## src/rtl/memory_request_arbiter_if.sv

```systemverilog
// Client/injector bus for memory_request_arbiter. "slave" is the arbiter's view;
// "master" is the environment side (tile clients plus the latency injector).
interface memory_request_arbiter_if #(
  parameter int NUM_REQ    = 4,
  parameter int SIZE_WIDTH = 16
);
  logic [NUM_REQ-1:0]            cli_req_valid;
  logic [NUM_REQ-1:0]            cli_req_is_dram;
  logic [NUM_REQ*SIZE_WIDTH-1:0] cli_req_size_bytes;
  logic [NUM_REQ-1:0]            cli_req_ready;
  logic [NUM_REQ-1:0]            cli_resp_valid;
  logic [SIZE_WIDTH-1:0]         cli_resp_size_bytes;

  logic                  mem_req_valid;
  logic                  mem_req_is_dram;
  logic [SIZE_WIDTH-1:0] mem_req_size_bytes;
  logic                  mem_req_ready;
  logic                  mem_resp_valid;
  logic [SIZE_WIDTH-1:0] mem_resp_size_bytes;

  modport slave (
    input  cli_req_valid, cli_req_is_dram, cli_req_size_bytes,
    output cli_req_ready, cli_resp_valid, cli_resp_size_bytes,
    output mem_req_valid, mem_req_is_dram, mem_req_size_bytes,
    input  mem_req_ready, mem_resp_valid, mem_resp_size_bytes
  );

  modport master (
    output cli_req_valid, cli_req_is_dram, cli_req_size_bytes,
    input  cli_req_ready, cli_resp_valid, cli_resp_size_bytes,
    input  mem_req_valid, mem_req_is_dram, mem_req_size_bytes,
    output mem_req_ready, mem_resp_valid, mem_resp_size_bytes
  );
endinterface

```

## src/rtl/memory_request_arbiter.sv

```systemverilog
// Round-robin arbiter sharing one injector port among NUM_REQ clients, with an in-order
// tag FIFO for response steering. Define MEM_ARB_REQ0_PRIORITY_EN to give client 0 strict priority.
module memory_request_arbiter #(
  parameter int NUM_REQ         = 4,
  parameter int SIZE_WIDTH      = 16,
  parameter int TAG_FIFO_DEPTH  = 8,
  parameter int MAX_OUTSTANDING = 4
) (
  input  logic                              clk,
  input  logic                              reset_n,
  memory_request_arbiter_if.slave           bus,
  output logic [32*NUM_REQ-1:0]             grant_cnt,
  output logic [$clog2(TAG_FIFO_DEPTH):0]   tag_level,
  output logic                              resp_orphan_err,
  output logic                              busy
);
  localparam int ID_W  = $clog2(NUM_REQ);
  localparam int PTR_W = $clog2(TAG_FIFO_DEPTH);
  localparam int LVL_W = PTR_W + 1;
  localparam int OUT_W = $clog2(MAX_OUTSTANDING + 1);

  typedef logic [ID_W-1:0] id_t;
  typedef enum logic {IDLE, ISSUE} state_t;

  state_t                 state, state_next;
  id_t                    rr_ptr, grant_id, req_id, pop_id;
  logic                   grant_any, handshake, push, pop, orphan;
  logic                   req_is_dram;
  logic [SIZE_WIDTH-1:0]  req_size, resp_size;
  logic [NUM_REQ-1:0]     eligible, ready_vec, resp_valid;
  logic [OUT_W-1:0]       outstanding [NUM_REQ];
  logic [31:0]            grant_q     [NUM_REQ];
  id_t                    tag_mem     [TAG_FIFO_DEPTH];
  logic [PTR_W-1:0]       wr_ptr, rd_ptr;

  always_comb begin
    for (int i = 0; i < NUM_REQ; i++) begin
      eligible[i] = bus.cli_req_valid[i]
                 && (outstanding[i] < OUT_W'(MAX_OUTSTANDING))
                 && (tag_level < LVL_W'(TAG_FIFO_DEPTH));
    end
  end

  // First eligible client at or after rr_ptr, wrapping.
  always_comb begin
    id_t idx;
    grant_any = 1'b0;
    grant_id  = '0;
    idx       = '0;
`ifdef MEM_ARB_REQ0_PRIORITY_EN
    if (eligible[0]) begin
      grant_any = 1'b1;
    end else begin
      for (int k = 0; k < NUM_REQ - 1; k++) begin
        idx = id_t'(1 + (((rr_ptr == '0 ? 1 : int'(rr_ptr)) - 1 + k) % (NUM_REQ - 1)));
        if (!grant_any && eligible[idx]) begin
          grant_any = 1'b1;
          grant_id  = idx;
        end
      end
    end
`else
    for (int k = 0; k < NUM_REQ; k++) begin
      idx = id_t'((int'(rr_ptr) + k) % NUM_REQ);
      if (!grant_any && eligible[idx]) begin
        grant_any = 1'b1;
        grant_id  = idx;
      end
    end
`endif
  end

  // NOTE: every output of a combinational block gets a default first so no path infers a latch.
  always_comb begin
    state_next = state;
    ready_vec  = '0;
    handshake  = 1'b0;
    push       = 1'b0;
    if (state == IDLE) begin
      if (grant_any && reset_n) begin
        ready_vec[grant_id] = 1'b1;
        handshake           = 1'b1;
        state_next          = ISSUE;
      end
    end else if (bus.mem_req_ready) begin
      push       = 1'b1;
      state_next = IDLE;
    end
  end

  // NOTE: clocked state uses non-blocking assignments so every register samples pre-edge values.
  always_ff @(posedge clk) begin
    if (!reset_n) state <= IDLE;
    else          state <= state_next;
  end

  assign pop    = bus.mem_resp_valid && (tag_level != '0);
  assign orphan = bus.mem_resp_valid && (tag_level == '0);
  assign pop_id = tag_mem[rd_ptr];

  // NOTE: the tag storage needs no reset; only entries between rd_ptr and wr_ptr are ever read.
  always_ff @(posedge clk) begin
    if (push) tag_mem[wr_ptr] <= req_id;
  end

  always_ff @(posedge clk) begin
    if (!reset_n) begin
      rr_ptr          <= '0;
      req_id          <= '0;
      req_is_dram     <= 1'b0;
      req_size        <= '0;
      wr_ptr          <= '0;
      rd_ptr          <= '0;
      tag_level       <= '0;
      resp_valid      <= '0;
      resp_size       <= '0;
      resp_orphan_err <= 1'b0;
      for (int i = 0; i < NUM_REQ; i++) begin
        outstanding[i] <= '0;
        grant_q[i]     <= '0;
      end
    end else begin
      if (handshake) begin
        req_id      <= grant_id;
        req_is_dram <= bus.cli_req_is_dram[grant_id];
        req_size    <= bus.cli_req_size_bytes[int'(grant_id)*SIZE_WIDTH +: SIZE_WIDTH];
      end

      if (push) begin
        wr_ptr <= (wr_ptr == PTR_W'(TAG_FIFO_DEPTH - 1)) ? '0 : wr_ptr + 1'b1;
`ifdef MEM_ARB_REQ0_PRIORITY_EN
        if (req_id != '0)
          rr_ptr <= (req_id == id_t'(NUM_REQ - 1)) ? id_t'(1) : req_id + 1'b1;
`else
        rr_ptr <= (req_id == id_t'(NUM_REQ - 1)) ? '0 : req_id + 1'b1;
`endif
      end

      if (pop) begin
        rd_ptr    <= (rd_ptr == PTR_W'(TAG_FIFO_DEPTH - 1)) ? '0 : rd_ptr + 1'b1;
        resp_size <= bus.mem_resp_size_bytes;
      end
      resp_valid <= pop ? (NUM_REQ'(1) << pop_id) : '0;

      if (push && !pop)      tag_level <= tag_level + 1'b1;
      else if (pop && !push) tag_level <= tag_level - 1'b1;

      if (orphan) resp_orphan_err <= 1'b1;

      for (int i = 0; i < NUM_REQ; i++) begin
        if (push && req_id == id_t'(i)) grant_q[i] <= grant_q[i] + 1'b1;
        if ((push && req_id == id_t'(i)) && !(pop && pop_id == id_t'(i)))
          outstanding[i] <= outstanding[i] + 1'b1;
        else if ((pop && pop_id == id_t'(i)) && !(push && req_id == id_t'(i)))
          outstanding[i] <= outstanding[i] - 1'b1;
      end
    end
  end

  always_comb begin
    for (int i = 0; i < NUM_REQ; i++) grant_cnt[i*32 +: 32] = grant_q[i];
  end

  assign bus.cli_req_ready       = ready_vec;
  assign bus.cli_resp_valid      = resp_valid;
  assign bus.cli_resp_size_bytes = resp_size;
  assign bus.mem_req_valid       = (state == ISSUE);
  assign bus.mem_req_is_dram     = req_is_dram;
  assign bus.mem_req_size_bytes  = req_size;
  assign busy                    = (state == ISSUE) || (tag_level != '0);
endmodule

```

## src/flat_wrapper.sv

```systemverilog
// flat-port wrapper written by rule: the top's interface ports become plain ports
module memory_request_arbiter_flat 
#(
  parameter int NUM_REQ         = 4,
  parameter int SIZE_WIDTH      = 16,
  parameter int TAG_FIFO_DEPTH  = 8,
  parameter int MAX_OUTSTANDING = 4
)
  (clk, reset_n, grant_cnt, tag_level, resp_orphan_err, busy, bus_cli_req_valid, bus_cli_req_is_dram, bus_cli_req_size_bytes, bus_cli_req_ready, bus_cli_resp_valid, bus_cli_resp_size_bytes, bus_mem_req_valid, bus_mem_req_is_dram, bus_mem_req_size_bytes, bus_mem_req_ready, bus_mem_resp_valid, bus_mem_resp_size_bytes);
  memory_request_arbiter_if #(.NUM_REQ(NUM_REQ), .SIZE_WIDTH(SIZE_WIDTH)) bus_i ();
  input  logic clk;
  input  logic reset_n;
  output logic [32*NUM_REQ-1:0] grant_cnt;
  output logic [$clog2(TAG_FIFO_DEPTH):0] tag_level;
  output logic resp_orphan_err;
  output logic busy;
  input wire logic [$bits(bus_i.cli_req_valid)-1:0] bus_cli_req_valid;
  input wire logic [$bits(bus_i.cli_req_is_dram)-1:0] bus_cli_req_is_dram;
  input wire logic [$bits(bus_i.cli_req_size_bytes)-1:0] bus_cli_req_size_bytes;
  output wire logic [$bits(bus_i.cli_req_ready)-1:0] bus_cli_req_ready;
  output wire logic [$bits(bus_i.cli_resp_valid)-1:0] bus_cli_resp_valid;
  output wire logic [$bits(bus_i.cli_resp_size_bytes)-1:0] bus_cli_resp_size_bytes;
  output wire logic [$bits(bus_i.mem_req_valid)-1:0] bus_mem_req_valid;
  output wire logic [$bits(bus_i.mem_req_is_dram)-1:0] bus_mem_req_is_dram;
  output wire logic [$bits(bus_i.mem_req_size_bytes)-1:0] bus_mem_req_size_bytes;
  input wire logic [$bits(bus_i.mem_req_ready)-1:0] bus_mem_req_ready;
  input wire logic [$bits(bus_i.mem_resp_valid)-1:0] bus_mem_resp_valid;
  input wire logic [$bits(bus_i.mem_resp_size_bytes)-1:0] bus_mem_resp_size_bytes;
  assign bus_i.cli_req_valid = bus_cli_req_valid;
  assign bus_i.cli_req_is_dram = bus_cli_req_is_dram;
  assign bus_i.cli_req_size_bytes = bus_cli_req_size_bytes;
  assign bus_cli_req_ready = bus_i.cli_req_ready;
  assign bus_cli_resp_valid = bus_i.cli_resp_valid;
  assign bus_cli_resp_size_bytes = bus_i.cli_resp_size_bytes;
  assign bus_mem_req_valid = bus_i.mem_req_valid;
  assign bus_mem_req_is_dram = bus_i.mem_req_is_dram;
  assign bus_mem_req_size_bytes = bus_i.mem_req_size_bytes;
  assign bus_i.mem_req_ready = bus_mem_req_ready;
  assign bus_i.mem_resp_valid = bus_mem_resp_valid;
  assign bus_i.mem_resp_size_bytes = bus_mem_resp_size_bytes;
  memory_request_arbiter #(.NUM_REQ(NUM_REQ), .SIZE_WIDTH(SIZE_WIDTH), .TAG_FIFO_DEPTH(TAG_FIFO_DEPTH), .MAX_OUTSTANDING(MAX_OUTSTANDING)) u_core (.clk(clk), .reset_n(reset_n), .bus(bus_i), .grant_cnt(grant_cnt), .tag_level(tag_level), .resp_orphan_err(resp_orphan_err), .busy(busy));
endmodule
```

## config.mk

```make
export PLATFORM = sky130hd
export DESIGN_NAME = memory_request_arbiter_flat
export DESIGN_NICKNAME = d
export VERILOG_FILES = /design/src/rtl/memory_request_arbiter_if.sv /design/src/rtl/memory_request_arbiter.sv /design/src/flat_wrapper.sv
export SDC_FILE = /design/constraint.sdc
export NUM_CORES = 1
export LEC_CHECK = 0
export ABC_CLOCK_PERIOD_IN_PS = 6200
export CAP_MARGIN = 15
export CORE_MARGIN = 5
export CORE_UTILIZATION = 54
export DETAILED_ROUTE_END_ITERATION = 16
export HOLD_SLACK_MARGIN = 0.05
export PLACE_DENSITY_LB_ADDON = 0.05
export RECOVER_POWER = 50
export SYNTH_ARGS = -nofsm -noshare
export SYNTH_HDL_FRONTEND = slang
export SYNTH_SLANG_ARGS = --single-unit
export TNS_END_PERCENT = 100
```

## constraint.sdc

```tcl
create_clock -name clk -period 6.2 [get_ports clk]
set_input_delay 1.55 -clock clk [delete_from_list [all_inputs] [get_ports clk]]
set_output_delay 1.55 -clock clk [all_outputs]
set_load 0.01 [all_outputs]
```

=== Word level (Yosys, flattened, before mapping) ===
Memory sizes are Yosys's and may differ from the RTL's. A register that Yosys moved wholly into a read port is not among the register bits.
Index checks and enable logic that the tools add are counted.

* Flip-flop bits (word level): 53
* Latch bits: 0
* Memory bits (writable): 156
* ROM bits: 0
* Output and inout port bits: 176
* Memories: 3

{| class="wikitable"
|+ Memory list
! memory !! depth !! width !! read ports !! clocked after Yosys merged registers in !! write ports !! RTL line !! source
|-
| u_core.grant_q || 4 || 32 || 4 || 0 || 4 || memory_request_arbiter.sv:32 || <nowiki>logic [31:0] grant_q [NUM_REQ];</nowiki>
|-
| u_core.tag_mem || 8 || 2 || 1 || 1 || 1 || memory_request_arbiter.sv:33 || <nowiki>id_t tag_mem [TAG_FIFO_DEPTH];</nowiki>
|-
| u_core.outstanding || 4 || 3 || 4 || 0 || 4 || memory_request_arbiter.sv:31 || <nowiki>logic [OUT_W-1:0] outstanding [NUM_REQ];</nowiki>
|}

* Add/sub/neg operators: 20
* Multiply operators: 0
* Divide/modulo/power cells: 0
* Magnitude comparators: 11
* Eq/ne operators: 8
* Shifts and indexed selects: 2
* Mux-type cells: 90
* Bitwise logic cells: 12
* Reductions and logical operators: 53

{| class="wikitable"
|+ Operator list
! kind !! number
|-
| adder 32 x 1 -> 32 bit (second input constant) || 4
|-
| two-way mux 32 bit || 4
|-
| indexed part select 64 x 7 -> 16 bit || 1
|-
| two-way mux 1 bit || 59
|-
| two-way mux 3 bit || 12
|-
| logical AND 1 bit || 33
|-
| adder 3 x 1 -> 3 bit (second input constant) || 6
|-
| two-way mux 4 bit || 4
|-
| less-than comparator 2 x 3 -> 1 bit (second input constant) || 5
|-
| logical NOT 1 bit || 13
|-
| less-than comparator 3 bit (second input constant) || 4
|-
| bitwise OR 1 bit || 12
|-
| subtractor 3 x 1 -> 3 bit (second input constant) || 4
|-
| binary-select mux 1 bit (select 2 bit) || 5
|-
| two-way mux 2 bit || 5
|-
| == test 2 bit (second input constant) || 4
|-
| == test 3 bit (second input constant) || 2
|-
| adder 2 x 1 -> 2 bit (second input constant) || 2
|-
| adder 2 bit (second input constant) || 2
|-
| adder 4 x 1 -> 4 bit (second input constant) || 1
|-
| == test 2 x 1 -> 1 bit (second input constant) || 2
|-
| logical NOT 2 bit || 2
|-
| logical NOT 4 bit || 1
|-
| less-than comparator 4 bit (second input constant) || 1
|-
| 8 further kinds || 8
|}

=== Depth between registers and ports, before layout ===
Gate-level depths: netlist of run 1.

* Depth in word-level cells: 21
* Mapped depth: 12

=== Worst setup path after synthesis of run 1 ===
Ideal clock, no wire load.

* Path kind: input to output
* Start: input port bus_cli_req_valid[0]
* End: output port bus_cli_req_ready[1]
* Arrival time: 3.008 ns
* Data required time: 4.650 ns
* Setup slack: 1.642 ns
* Stages on the path: 8
* Buffers on the path: 2
* Cell sequence: nor2b_1 a22oi_1 nor2_1 a2111oi_4 buf_6 buf_6 inv_1 nor3_1

* Word-level cells in the longest chain between the ends: 20
* Elaborated cells between the ends (all ways): 32

{| class="wikitable"
|+ Ends and longest elaborated chain
! what !! RTL line !! source
|-
| from (decl) || flat_wrapper.sv:17 || <nowiki>input wire logic [$bits(bus_i.cli_req_valid)-1:0] bus_cli_req_valid;</nowiki>
|-
| logical AND 1 bit * || memory_request_arbiter.sv:39 || <nowiki>&& (outstanding[i] < OUT_W'(MAX_OUTSTANDING))</nowiki>
|-
| logical AND 1 bit * || memory_request_arbiter.sv:40 || <nowiki>&& (tag_level < LVL_W'(TAG_FIFO_DEPTH));</nowiki>
|-
| binary-select mux 1 bit (select 2 bit) || memory_request_arbiter.sv:65 || <nowiki>if (!grant_any && eligible[idx]) begin</nowiki>
|-
| two-way mux 1 bit (not written as such) || memory_request_arbiter.sv:65 ||
|-
| two-way mux 1 bit || memory_request_arbiter.sv:65 ||
|-
| logical NOT 1 bit || memory_request_arbiter.sv:65 ||
|-
| logical AND 1 bit || memory_request_arbiter.sv:65 ||
|-
| two-way mux 1 bit || memory_request_arbiter.sv:65 ||
|-
| (+4 left out) || - ||
|-
| logical AND 1 bit || memory_request_arbiter.sv:65 ||
|-
| two-way mux 2 bit || memory_request_arbiter.sv:65 ||
|-
| less-than comparator 2 x 3 -> 1 bit (not written as such) / >= comparator 2 x 1 -> 1 bit (equally long branches) || memory_request_arbiter.sv:81 || <nowiki>ready_vec[grant_id] = 1'b1;</nowiki>
|-
| logical AND 1 bit (not written as such) || memory_request_arbiter.sv:81 ||
|-
| two-way mux 1 bit (not written as such) || memory_request_arbiter.sv:81 ||
|-
| demux 1 bit (select 2 bit) || - ||
|-
| two-way mux 4 bit * || memory_request_arbiter.sv:80 || <nowiki>if (grant_any && reset_n) begin</nowiki>
|-
| two-way mux 4 bit * || memory_request_arbiter.sv:79 || <nowiki>if (state == IDLE) begin</nowiki>
|-
| to (decl) || flat_wrapper.sv:20 || <nowiki>output wire logic [$bits(bus_i.cli_req_ready)-1:0] bus_cli_req_ready;</nowiki>
|}

Mark *: on every way between the ends. The rest lies on a longest branch, timed or not. The select of a mux whose other input is x is not followed.

=== Final worst setup path of run 1 ===
* Start: input port bus_cli_req_valid[3]
* End: output port bus_cli_req_ready[1]

The elaborated chain is that of the path after synthesis.

==> run_results.csv, run 1 <==
group,metric,value,unit
grt,track_usage,22.6,%
floorplan,die_w,151,um
grt,grt_max_degree,34,
placed_design,place_congestion,0.845,
sta,setup_tns,0,ps
finish,drive_gt1_share,4.21,%
floorplan,std_cell_rows,51,
route,dr.pass1.iters,6,
clock_tree,cts_hold_buffers,0,
finish,fillCellCount,1423,
floorplan,core_area,19500,um2
sta,finalSetupViolCount,0,
route,drcViolationCount,0,
finish,area_growth,33.8,%
route,wl_per_cell,16.9,um
sta,period_minus_slack,5610,ps
synthesis,synth_cell_type_count,57,
synthesis,synth.avg_cell_area,10.5,um2
outcome,failed_checks,"capacitance limit, slew limit",
floorplan,initial_core_util,55.0,%
clock_tree,cts_tree,"yes",
grt,grt_first_pass_wirelength,41.8,mm
clock_tree,cts_resized,0,
critical_path,cp_max_fo,5,
route,vias,8591,
critical_path,critPathTopFamily,"buffers and inverters",
pwr,p_leak,5.06,nW
route,drt-initial-drc-count,591,
sta,hold_viol_final,0,
route,postRouteAntennaNets,0,
outcome,status,"finished with violations",
synthesis,syn_inst,1020,
route,vias_per_cell,5.47,
clock_tree,clockRootBuffer,"clkbuf_16",
clock_tree,path_clk_slew,60,ps
clock_tree,cts.sinks,212,
finish,insertedDiodeCount,0,
synthesis,syn_nets,1133,
critical_path,start_kind,"input port",
placed_design,port_buffers,267,
synthesis,synth_area,10700,um2
sta,rsz0062_at_grt,"no",
critical_path,cp.buffers_inverters,3,
floorplan,dieArea,22800,um2
grt,antenna_found_initial,0,
synthesis,synth-async-reset-ratio,0,%
sta,tightest_slew,1810,ps
critical_path,crit_chain,"clkdlybuf4s50_1 > nand2b_1 > a22oi_1 > nor2_1 > a2111oi_4 > inv_1 > nor3_1 > clkdlybuf4s50_1",
synthesis,synth_seq_cells,212,
synthesis,yosysSeqAreaShare,54.1,%
critical_path,timing.critical_path.mode_cell,"clkdlybuf4s50_1",
floorplan,ios,268,
clock_tree,clock_latency,500,ps
pwr,powerDensity,282,nW/um2
floorplan,die_y,151,um
critical_path,end_kind,"primary output",
sta,fin_crit_sh,90.4,%
grt,grt.overflow.total,0,
pwr,peakVddDrop,0.000196,V
synthesis,ys.flop_type,"edfxtp_1",
sta,clock.fmax,0.178,GHz
synthesis,synth_warnings,0,
finish,nNetsFinal,1403,
sta,clock-skew-final,9.67,ps
placed_design,dp_hpwl,19.5,mm
grt,grt_pass1_vias,8371,
critical_path,required,4650,ps
synthesis,synth_edf_count,156,
route,finalWirelength,26.5,mm
worst_hold_path,worst_hold_path_type,"flip-flop to flip-flop",
critical_path,slowest_stage,"clkdlybuf4s50_1",
run,cap_viol_max_count,2,
clock_tree,cts.path.max_buffers,3,
sta,relSlewSlack,-20.8,%
clock_tree,post-cts-setup-buffers,0,
sta,drv_slew,66,
finish,fin_area,14400,um2
critical_path,critical_path_arrival,4060,ps
critical_path,critPathKind,"input port to primary output",
placed_design,place_area,13700,um2
critical_path,critPathMaxStageDelay,610,ps
clock_tree,cts_made_buffers,23,
clock_tree,cts_max_level,1,
final timing paths:
check,depth (start not counted),slack (ps),start,end
setup / recovery,8,590,bus_cli_req_valid[3],bus_cli_req_ready[1]
hold / removal,2,450,u_core.bus.cli_resp_size_bytes[12],u_core.bus.cli_resp_size_bytes[12]
setup reg to reg,6,2650,u_core.req_id[0],u_core.grant_q[2][20]
hold reg to reg,2,450,u_core.bus.cli_resp_size_bytes[12],u_core.bus.cli_resp_size_bytes[12]
synthesized netlist by cell type, drive strengths merged, types with 23 or more instances:
library cell	number	area share [%]
inv	32	1.1
nor2	137	4.8
nand2	112	3.9
o21ai	24	1.1
mux2i	37	3.4
clkbuf	28	0.98
nor3	23	1.1
xor2	62	5.1
nand3	57	2.7
dfxtp	56	10
nand4	25	1.7
or3	24	1.5
a21oi	56	2.7
edfxtp	156	44
xnor2	43	3.5
stage by stage:
stage | instances | hold WS, ps | power [mW] | util [%] | setup slack, ps
finish | 1571 | 448 | 4.05 | 73.6 | 592
global route | 1571 | 471 | 4.25 | 73.6 | 268
CTS | 1571 | 453 | 4.13 | 73.7 | 579
detailed placement | 1530 | 446 | 2.84 | 70.1 | 589
global placement | 1530 | 441 | 2.83 | 70.1 | 641
floorplan | 1020 | 450 | 2.36 | - | 1640
worst register-to-register path: stages, from the launching register on:
cell      delay [ps]
dfxtp_1          620
inv_1            130
ha_1             250
nand2_1          100
clkbuf_1        1020
nand2_1          690
buf_4            460
registers in the layout (all words and copies together) (netlist names), named ones only:
register                        cells
u_core.req_id                       2
u_core.tag_mem                     16
u_core.bus.cli_resp_valid           4
u_core.bus.mem_req_is_dram          1
u_core.outstanding                 12
u_core.tag_level                    4
u_core.rr_ptr                       2
u_core.bus.mem_req_valid            1
u_core.bus.cli_resp_size_bytes     16
u_core.grant_q                    128
u_core.rd_ptr                       3
u_core.wr_ptr                       3
u_core.resp_orphan_err              1
u_core.bus.mem_req_size_bytes      16
area by class of cell:
class	instances	area, um2	area share [%]
Tap cell	265	332	2.31
Multi-Input combinational cell	738	4640	32.3
Clock inverter	8	65.1	0.453
Clock buffer	33	633	4.41
Inverter	33	124	0.862
Timing Repair Buffer	282	2760	19.2
Sequential cell	212	5810	40.4
cells in the final DEF (no fill, tap or decap), types with 5 or more instances in the layout:
cell type / n
buf_4: 9
and4_1: 11
a222oi_1: 17
xor2_1: 62
and2_1: 8
and3_1: 18
a21oi_1: 54
inv_1: 31
nor2_1: 137
dfxtp_1: 56
nor3_1: 23
or4_1: 5
nand2_1: 112
clkbuf_1: 14
clkbuf_16: 23
nand3_1: 56
nand2b_1: 6
o21ai_0: 24
ha_1: 17
nor4_1: 6
or3_1: 22
dlygate4sd3_1: 85
nor2b_1: 7
mux2i_1: 37
nand4_1: 23
xnor2_1: 43
edfxtp_1: 156
clkdlybuf4s50_1: 182
power by group:
part,switching (mW),internal (mW)
Combinational,0.465,0.468
Sequential,0.147,1.70
Clock,0.529,0.750
per-layer routing:
layer	vias to the layer above	global-route usage, %	part of all wire, %
li1	4224	-	-
met1	4011	28.4	40
met2	321	39.0	49
met3	35	5.86	8.9
met4	0	5.98	1.9
met5	-	0	0
cell families after synthesis:
group,after synthesis,share of synthesized area [%]
AOI/OAI and AO/OA,113,6.67
xor gates and xnor gates,105,8.56
adders and majority gates,21,2.73
buffers and inverters,70,2.71
DFF,212,54.1
muxes,41,4.36
and+or+nand+nor,458,20.9
(Power assumes the default switching activity.)
==> inputs of run 2 (changes only) <==
- SKIP_CTS_REPAIR_TIMING: not set -> 1
==> results of run 2 <==
The final DEF is identical to that of run 1; final timing and power are the same.
